## src/rtl/wb_bus_arbiter.sv

```systemverilog
// wb_bus_arbiter
// Shares one 16-bit classic Wishbone master port between the instruction
// fetch requester (m0, read-only) and the data load/store requester (m1).
// The winning request is latched, one single-beat Wishbone cycle is run,
// and the winner gets its read data plus a one-cycle ack pulse.
//
// Parameters
//   RR_EN        1 = round-robin between m0/m1, 0 = fixed priority (m1 wins)
//   TIMEOUT_CYC  bus watchdog limit in clocks (2..255), used with the option
//
// Optional feature
//   WB_ARB_TIMEOUT_EN  when defined, a watchdog aborts a BUS phase that has
//                      not been acked after TIMEOUT_CYC clocks, returning
//                      16'hFFFF and pulsing arb_timeout. When undefined the
//                      bus waits indefinitely and arb_timeout is tied low.
//
// Ports
//   clk, rst                     clock, synchronous active-high reset
//   m0_req/m0_adr                fetch request and address
//   m0_ack/m0_rdata              fetch completion pulse and read data
//   m1_req/m1_we/m1_adr/
//   m1_wdata/m1_sel              data request and qualifiers
//   m1_ack/m1_rdata              data completion pulse and read data
//   wb_cyc_o..wb_sel_o           Wishbone master outputs (all registered)
//   wb_dat_i, wb_ack_i           Wishbone slave response
//   arb_timeout                  one-cycle pulse on watchdog abort
module wb_bus_arbiter #(
  parameter int RR_EN       = 1,
  parameter int TIMEOUT_CYC = 16
) (
  input  logic        clk,
  input  logic        rst,
  input  logic        m0_req,
  input  logic [15:0] m0_adr,
  output logic        m0_ack,
  output logic [15:0] m0_rdata,
  input  logic        m1_req,
  input  logic        m1_we,
  input  logic [15:0] m1_adr,
  input  logic [15:0] m1_wdata,
  input  logic [3:0]  m1_sel,
  output logic        m1_ack,
  output logic [15:0] m1_rdata,
  output logic        wb_cyc_o,
  output logic        wb_stb_o,
  output logic        wb_we_o,
  output logic [15:0] wb_adr_o,
  output logic [15:0] wb_dat_o,
  output logic [3:0]  wb_sel_o,
  input  logic [15:0] wb_dat_i,
  input  logic        wb_ack_i,
  output logic        arb_timeout
);

  typedef enum logic [1:0] {IDLE, BUS, RESP} state_t;

  // Out-of-range watchdog limits are rejected at elaboration.
  if (TIMEOUT_CYC < 2 || TIMEOUT_CYC > 255) begin : g_bad_timeout
    $error("wb_bus_arbiter: TIMEOUT_CYC must be in 2..255");
  end

  state_t      state_q, state_d;
  logic        last_gnt_q, last_gnt_d;   // 1 = m1 won last, 0 = m0
  logic        gnt_q, gnt_d;             // current winner, same encoding
  logic        cyc_q, cyc_d;
  logic        we_q, we_d;
  logic [15:0] adr_q, adr_d;
  logic [15:0] dat_q, dat_d;
  logic [3:0]  sel_q, sel_d;
  logic        m0_ack_q, m0_ack_d;
  logic        m1_ack_q, m1_ack_d;
  logic [15:0] m0_rdata_q, m0_rdata_d;
  logic [15:0] m1_rdata_q, m1_rdata_d;
  logic        pick_m1;
`ifdef WB_ARB_TIMEOUT_EN
  localparam logic [7:0] TimeoutLast = 8'(TIMEOUT_CYC - 1);
  logic [7:0]  cnt_q, cnt_d;
  logic        timeout_q, timeout_d;
`endif

  // m1 wins when it is alone, when priority is fixed, or when m0 won last.
  assign pick_m1 = m1_req && (!m0_req || (RR_EN == 0) || !last_gnt_q);

  always_comb begin
    state_d    = state_q;
    last_gnt_d = last_gnt_q;
    gnt_d      = gnt_q;
    cyc_d      = cyc_q;
    we_d       = we_q;
    adr_d      = adr_q;
    dat_d      = dat_q;
    sel_d      = sel_q;
    m0_ack_d   = 1'b0;
    m1_ack_d   = 1'b0;
    m0_rdata_d = m0_rdata_q;
    m1_rdata_d = m1_rdata_q;
`ifdef WB_ARB_TIMEOUT_EN
    cnt_d      = cnt_q;
    timeout_d  = 1'b0;
`endif
    case (state_q)
      IDLE: begin
        if (m0_req || m1_req) begin
          gnt_d      = pick_m1;
          last_gnt_d = pick_m1;
          cyc_d      = 1'b1;
          state_d    = BUS;
`ifdef WB_ARB_TIMEOUT_EN
          cnt_d      = 8'd0;
`endif
          if (pick_m1) begin
            we_d  = m1_we;
            adr_d = m1_adr;
            dat_d = m1_wdata;
            sel_d = m1_sel;
          end else begin
            // Fetch is read-only with all lanes enabled.
            we_d  = 1'b0;
            adr_d = m0_adr;
            dat_d = 16'h0000;
            sel_d = 4'hF;
          end
        end
      end
      BUS: begin
        // A slave ack on the watchdog's last cycle still completes normally.
        if (wb_ack_i) begin
          cyc_d   = 1'b0;
          state_d = RESP;
          if (gnt_q) begin
            m1_ack_d = 1'b1;
            if (!we_q) m1_rdata_d = wb_dat_i;
          end else begin
            m0_ack_d = 1'b1;
            if (!we_q) m0_rdata_d = wb_dat_i;
          end
        end
`ifdef WB_ARB_TIMEOUT_EN
        else if (cnt_q == TimeoutLast) begin
          cyc_d     = 1'b0;
          state_d   = RESP;
          timeout_d = 1'b1;
          if (gnt_q) begin
            m1_ack_d   = 1'b1;
            m1_rdata_d = 16'hFFFF;
          end else begin
            m0_ack_d   = 1'b1;
            m0_rdata_d = 16'hFFFF;
          end
        end else begin
          cnt_d = cnt_q + 8'd1;
        end
`endif
      end
      RESP: begin
        state_d = IDLE;
      end
      default: begin
        state_d = IDLE;
      end
    endcase
  end

  // Reset leaves last_gnt pointing at m1 so m0 wins the first tie.
  always_ff @(posedge clk) begin
    if (rst) begin
      state_q    <= IDLE;
      last_gnt_q <= 1'b1;
      gnt_q      <= 1'b0;
      cyc_q      <= 1'b0;
      we_q       <= 1'b0;
      adr_q      <= 16'h0000;
      dat_q      <= 16'h0000;
      sel_q      <= 4'h0;
      m0_ack_q   <= 1'b0;
      m1_ack_q   <= 1'b0;
      m0_rdata_q <= 16'h0000;
      m1_rdata_q <= 16'h0000;
`ifdef WB_ARB_TIMEOUT_EN
      cnt_q      <= 8'd0;
      timeout_q  <= 1'b0;
`endif
    end else begin
      state_q    <= state_d;
      last_gnt_q <= last_gnt_d;
      gnt_q      <= gnt_d;
      cyc_q      <= cyc_d;
      we_q       <= we_d;
      adr_q      <= adr_d;
      dat_q      <= dat_d;
      sel_q      <= sel_d;
      m0_ack_q   <= m0_ack_d;
      m1_ack_q   <= m1_ack_d;
      m0_rdata_q <= m0_rdata_d;
      m1_rdata_q <= m1_rdata_d;
`ifdef WB_ARB_TIMEOUT_EN
      cnt_q      <= cnt_d;
      timeout_q  <= timeout_d;
`endif
    end
  end

  assign wb_cyc_o = cyc_q;
  assign wb_stb_o = cyc_q;
  assign wb_we_o  = we_q;
  assign wb_adr_o = adr_q;
  assign wb_dat_o = dat_q;
  assign wb_sel_o = sel_q;
  assign m0_ack   = m0_ack_q;
  assign m1_ack   = m1_ack_q;
  assign m0_rdata = m0_rdata_q;
  assign m1_rdata = m1_rdata_q;
`ifdef WB_ARB_TIMEOUT_EN
  assign arb_timeout = timeout_q;
`else
  assign arb_timeout = 1'b0;
`endif

endmodule

```

## config.mk

```make
export PLATFORM = sky130hd
export DESIGN_NAME = wb_bus_arbiter
export DESIGN_NICKNAME = d
export VERILOG_FILES = /design/src/rtl/wb_bus_arbiter.sv
export SDC_FILE = /design/constraint.sdc
export NUM_CORES = 1
export LEC_CHECK = 0
export ABC_AREA = 1
export BUFFER_PORTS_ARGS = -buffer_cell sky130_fd_sc_hd__buf_2
export CAP_MARGIN = 20
export CORE_ASPECT_RATIO = 1.2
export CORE_UTILIZATION = 35
export DETAILED_ROUTE_END_ITERATION = 8
export PLACE_DENSITY = 0.73
export SYNTH_ARGS = -nofsm -noshare
export SYNTH_HDL_FRONTEND = slang
export SYNTH_SLANG_ARGS = --single-unit
```

## constraint.sdc

```tcl
create_clock -name clk -period 1.4 [get_ports clk]
set_clock_uncertainty 0.15 [all_clocks]
set_input_delay 0.14 -clock clk [delete_from_list [all_inputs] [get_ports clk]]
set_output_delay 0.14 -clock clk [all_outputs]
set_load 0.01 [all_outputs]
```

=== After elaboration in Yosys (flattened, before gate mapping) ===
Cells that the tools add are included.
W data, S select, Z words.

* Flip-flop bits (word level): 76
* Latch bits: 0
* RAM bits: 0
* Memory bits (read-only): 0
* Bits of input ports: 74
* Output and inout port bits: 74
* Word-level logic and storage cells: 44
* Memories kept: 0

* $add $sub $neg: 0
* Multipliers: 0
* Divide/modulo/power cells: 0
* Magnitude comparators: 0
* Eq/ne operators: 3
* Shift operators: 0
* Mux-type cells: 12
* Bitwise gates (word level): 4
* Reduce and logical (&&, ||, !) cells: 13

{| class="wikitable"
|+ Operator list
! kind !! number
|-
| $mux W16 || 2
|-
| $reduce_and A4 Y1 || 2
|-
| $mux W1 || 5
|-
| $mux W2 || 2
|-
| $mux W4 || 1
|-
| $ne A2 B2 Y1 const B || 2
|-
| $not A1 Y1 || 4
|-
| $pmux W2 S2 || 1
|-
| $reduce_and A2 Y1 || 2
|-
| $reduce_and A3 Y1 || 1
|-
| $reduce_or A3 Y1 || 1
|-
| $eq A2 B1 Y1 const B || 1
|-
| $logic_not A1 Y1 || 2
|-
| $logic_not A2 Y1 || 1
|-
| $logic_or A1 B1 Y1 || 2
|-
| $pmux W1 S2 || 1
|-
| $reduce_bool A2 Y1 || 1
|-
| $logic_and A1 B1 Y1 || 1
|}

=== Depth between registers and ports, before layout ===
* Depth in word-level cells: 4
* Depth in mapped cells: 7
* Depth with buffers taken out: 6

=== Worst setup path after synthesis ===
OpenSTA, ideal clock, no wires.

* Path type: flip-flop to flip-flop
* Start: reg state_q[0]
* End: reg m1_rdata_q[10], in the netlist m1_rdata[10]
* Arrival: 1.012 ns
* Data required time: 1.137 ns
* Path slack: 0.126 ns
* Stages on the path, launching flop included: 7
* Period minus slack after synthesis: 1.274 ns
* Path through: dfxtp_1 > nand3_1 > nor2_2 > buf_2 > nand2_1 > nand2_1 > nor2_1

* Cells in the longest elaborated chain, start to end: 2

{| class="wikitable"
|+ Ends and longest elaborated chain
! item !! line !! text
|-
| start: declaration || 62 || <nowiki>state_t state_q, state_d;</nowiki>
|-
| start signal: assignment || 184 || <nowiki>state_q <= state_d;</nowiki>
|-
| $eq A2 B1 Y1 || 101 || <nowiki>case (state_q)</nowiki>
|-
| $reduce_and A4 Y1 (no line) || - ||
|-
| end signal: assignment || 195 || <nowiki>m1_rdata_q <= m1_rdata_d;</nowiki>
|-
| end: declaration || 73 || <nowiki>logic [15:0] m1_rdata_q, m1_rdata_d;</nowiki>
|}

No other way between the ends.
A chain may end at the register's enable or synchronous reset.

=== Final worst setup path ===
* Start: reg state_q[1]
* End: reg m0_rdata_q[13], in the netlist m0_rdata[13]

* Cells in the longest elaborated chain, start to end: 2

{| class="wikitable"
|+ Ends and longest elaborated chain
! item !! line !! text
|-
| $eq A2 B1 Y1 || 101 ||
|-
| $reduce_and A4 Y1 (no line) || - ||
|-
| end signal: assignment || 194 || <nowiki>m0_rdata_q <= m0_rdata_d;</nowiki>
|-
| end: declaration || 72 || <nowiki>logic [15:0] m0_rdata_q, m0_rdata_d;</nowiki>
|}

No other way between the ends.

==> flow_metrics.py <==
metrics = {
    "grt": {
        "grt_max_degree": 41,
        "grt_antenna_before_repair": 0,
        "grt_pass1_wl_mm": 15.14,
        "grt_util_all_layers_pct": 19.74,
        "grt_pass1_vias": 3420,
        "grt-ovfl-total": 0,
    },
    "timing": {
        "hold-worst-slack_ps": 12.62,
        "drv_slew": 0,
        "finalCritPeriodShare_pct": 98.79,
        "finalSetupViolCount": 0,
        "hold_violations": 0,
        "max_freq_mhz": 723.0,
        "rsz0062_at_grt": "yes",
        "final.min_clock_period_ps": 1383,
    },
    "power": {
        "vdd.ir_drop.worst_mv": 0.4222,
        "p_per_area_nw_per_um2": 1010,
        "leakagePower_nw": 2.709,
    },
    "clock_tree": {
        "cts_tree": "yes",
        "h-tree-depth": 3,
        "clkTransAtPathRegs_ps": 80,
        "clock_sinks": 76,
        "numCtsBuffers": 9,
        "cts_root_buf": "clkbuf_8",
        "cts_buffer_depth": 2,
        "insertion_delay_ps": 350,
    },
    "die": {
        "start_util_pct": 35.99,
        "placementRows": 38,
        "die_w_um": 89.76,
        "io_pins": 148,
        "core_um2": 8986,
        "die-area_um2": 9631,
        "die_y_um": 107.3,
    },
    "synthesis": {
        "syn_area_per_cell_um2": 6.655,
        "synth.distinct_cells": 19,
        "synth-seq-cells": 76,
        "synth_area_um2": 3234,
        "yosysSeqAreaShare_pct": 47.04,
        "ys_warn_count": 0,
        "synthCells": 486,
        "syn-num-nets": 560,
    },
    "worst_setup_path": {
        "crit_type": "reg2reg",
        "cp-start-kind": "register",
        "path_max_fanout": 8,
        "arrival_ps": 1480,
        "cp-end-kind": "register",
        "required_ps": 1490,
    },
    "hold_path": {
        "hp-class": "in2reg",
    },
    "routing": {
        "top_layer": "met4",
        "met3_length_um": 556,
        "routedWlPerCell_um": 12.06,
        "avgViaCountPerCell": 4.501,
        "drc_errors": 0,
        "drt_wl_total_mm": 10.05,
        "drt-pass1-iter-count": 4,
        "ant_nets": 0,
        "dr_wl_met2_mm": 5.210,
        "drt_iter0_drc": 177,
        "vias": 3749,
        "wl_met1_mm": 3.956,
    },
    "layout": {
        "synthToLayoutAreaGrowth_pct": 60.23,
        "stdcell_count": 833,
        "mostFrequentLayoutCell": "nand2_1",
        "fin_area_um2": 5182,
        "fillers": 798,
        "antenna_cells": 0,
        "final_cell_mix": "148 x nand2_1, 145 x buf_2, 123 x nor2_1",
        "final_layout_size_suffix_gt1_share_pct": 27.77,
        "utilization_pct": 57.67,
        "final_net_count": 782,
    },
    "run": {
        "maxCapViolCount": 0,
    },
    "place": {
        "dp_cells": 740,
        "place.gp.congestion": 0.7676,
        "port_buffers": 146,
        "place_hpwl_mm": 5.665,
        "placed_area_um2": 4129,
    },
    "outcome": {
        "status": "finished, final reports clean",
    },
}
[critical path, cell delays in order (launching register included)]
cell,delay (ps)
dfxtp_4,370
inv_6,70
nand3_4,70
nor2_4,250
clkbuf_16,210
nand2_1,50
nand2_1,50
nor2_1,40
[through the flow]
stage	setup TNS (ps)	total power (W)	worst slack (ps)
2_1_floorplan	0	0.003017	125.7
3_3_place_gp	-31.84	0.003383	-20.28
3_5_place_dp	-335.3	0.003405	-57.92
4_1_cts	0	0.005205	37.33
5_1_grt	-202.6	0.005535	-37.11
6_report	0	0.005234	16.94
[layer usage]
layer / global-route usage [%] / up-vias
met3: 4.520 / 33
met2: 35.71 / 145
met5: 0 / -
li1: - / 1894
met1: 20.76 / 1677
met4: 12.41 / 0
[cell usage after synthesis]
master    instances  area [µm²]
nand2_1         151       566.8
nor2_1          124       465.5
dfxtp_1          76        1521
inv_1            53       198.9
a21oi_1          20       100.1
nand4_1          18       112.6
buf_4            14       105.1
buf_2             6       30.03
clkbuf_1          4       15.01
nand3_1           4       20.02
o21ai_1           4       20.02
buf_1             3       11.26
nand2_2           2       12.51
nor2_2            2       12.51
conb_1            1       3.750
inv_2             1       3.750
nand3b_1          1       7.510
nor2_4            1       11.26
o21ai_4           1       16.27
[flip-flops by register name, summed over array words and instances (netlist names)]
name	flops
m0_rdata	16
m1_rdata	16
wb_adr_o	16
wb_dat_o	16
wb_sel_o	4
state_q	2
gnt_q	1
last_gnt_q	1
m0_ack	1
m1_ack	1
wb_cyc_o	1
wb_we_o	1
[layout make-up]
cell class              count  area (µm²)  share of cell area [%]
well taps                 120       150.1                   2.897
multi-input cells         329        1391                   26.85
inverters                  54       207.7                   4.008
repair buffers            238        1710                   33.00
flip-flops and latches     76        1529                   29.50
clock buffers              11       131.4                   2.535
clock inverters             5       62.56                   1.207
[repair_timing]
item	4_1_cts	5_1_grt
hold endpoints to repair	73	0
hold buffers	70	0
cloned	0	4
setup buffers	0	3
endpoints found under the setup margin	19	31
pin swaps	0	3
gates resized for setup	4	19
[logic make-up (layout without fill, tap and decap cells)]
logic type | after synthesis | count (layout) | share of synthesized area (%)
buffers and inverters | 81 | 308 | 11.26
flip-flops | 76 | 76 | 47.04
AO/OA/AOI/OAI | 25 | 25 | 4.217
AND/OR/NAND/NOR | 303 | 303 | 37.37
other | 1 | 1 | 0.1159
[final timing paths]
path	startpoint	to	slack, ps	depth (start not counted)
max	state_q[1]	m0_rdata[13]	20	7
min	rst	state_q[1]	10	4
max reg2reg	state_q[1]	m0_rdata[13]	20	7
min reg2reg	wb_dat_o[10]	wb_dat_o[10]	310	2
[where the power goes]
part	internal, W	switching (W)	leakage, nW	total, W
Sequential	0.00231	0.0000888	0.624	0.00240
Clock	0.000831	0.000800	0.0897	0.00163
Combinational	0.000580	0.000622	2.00	0.00120
Note: power is estimated with default switching activity, not from simulation.
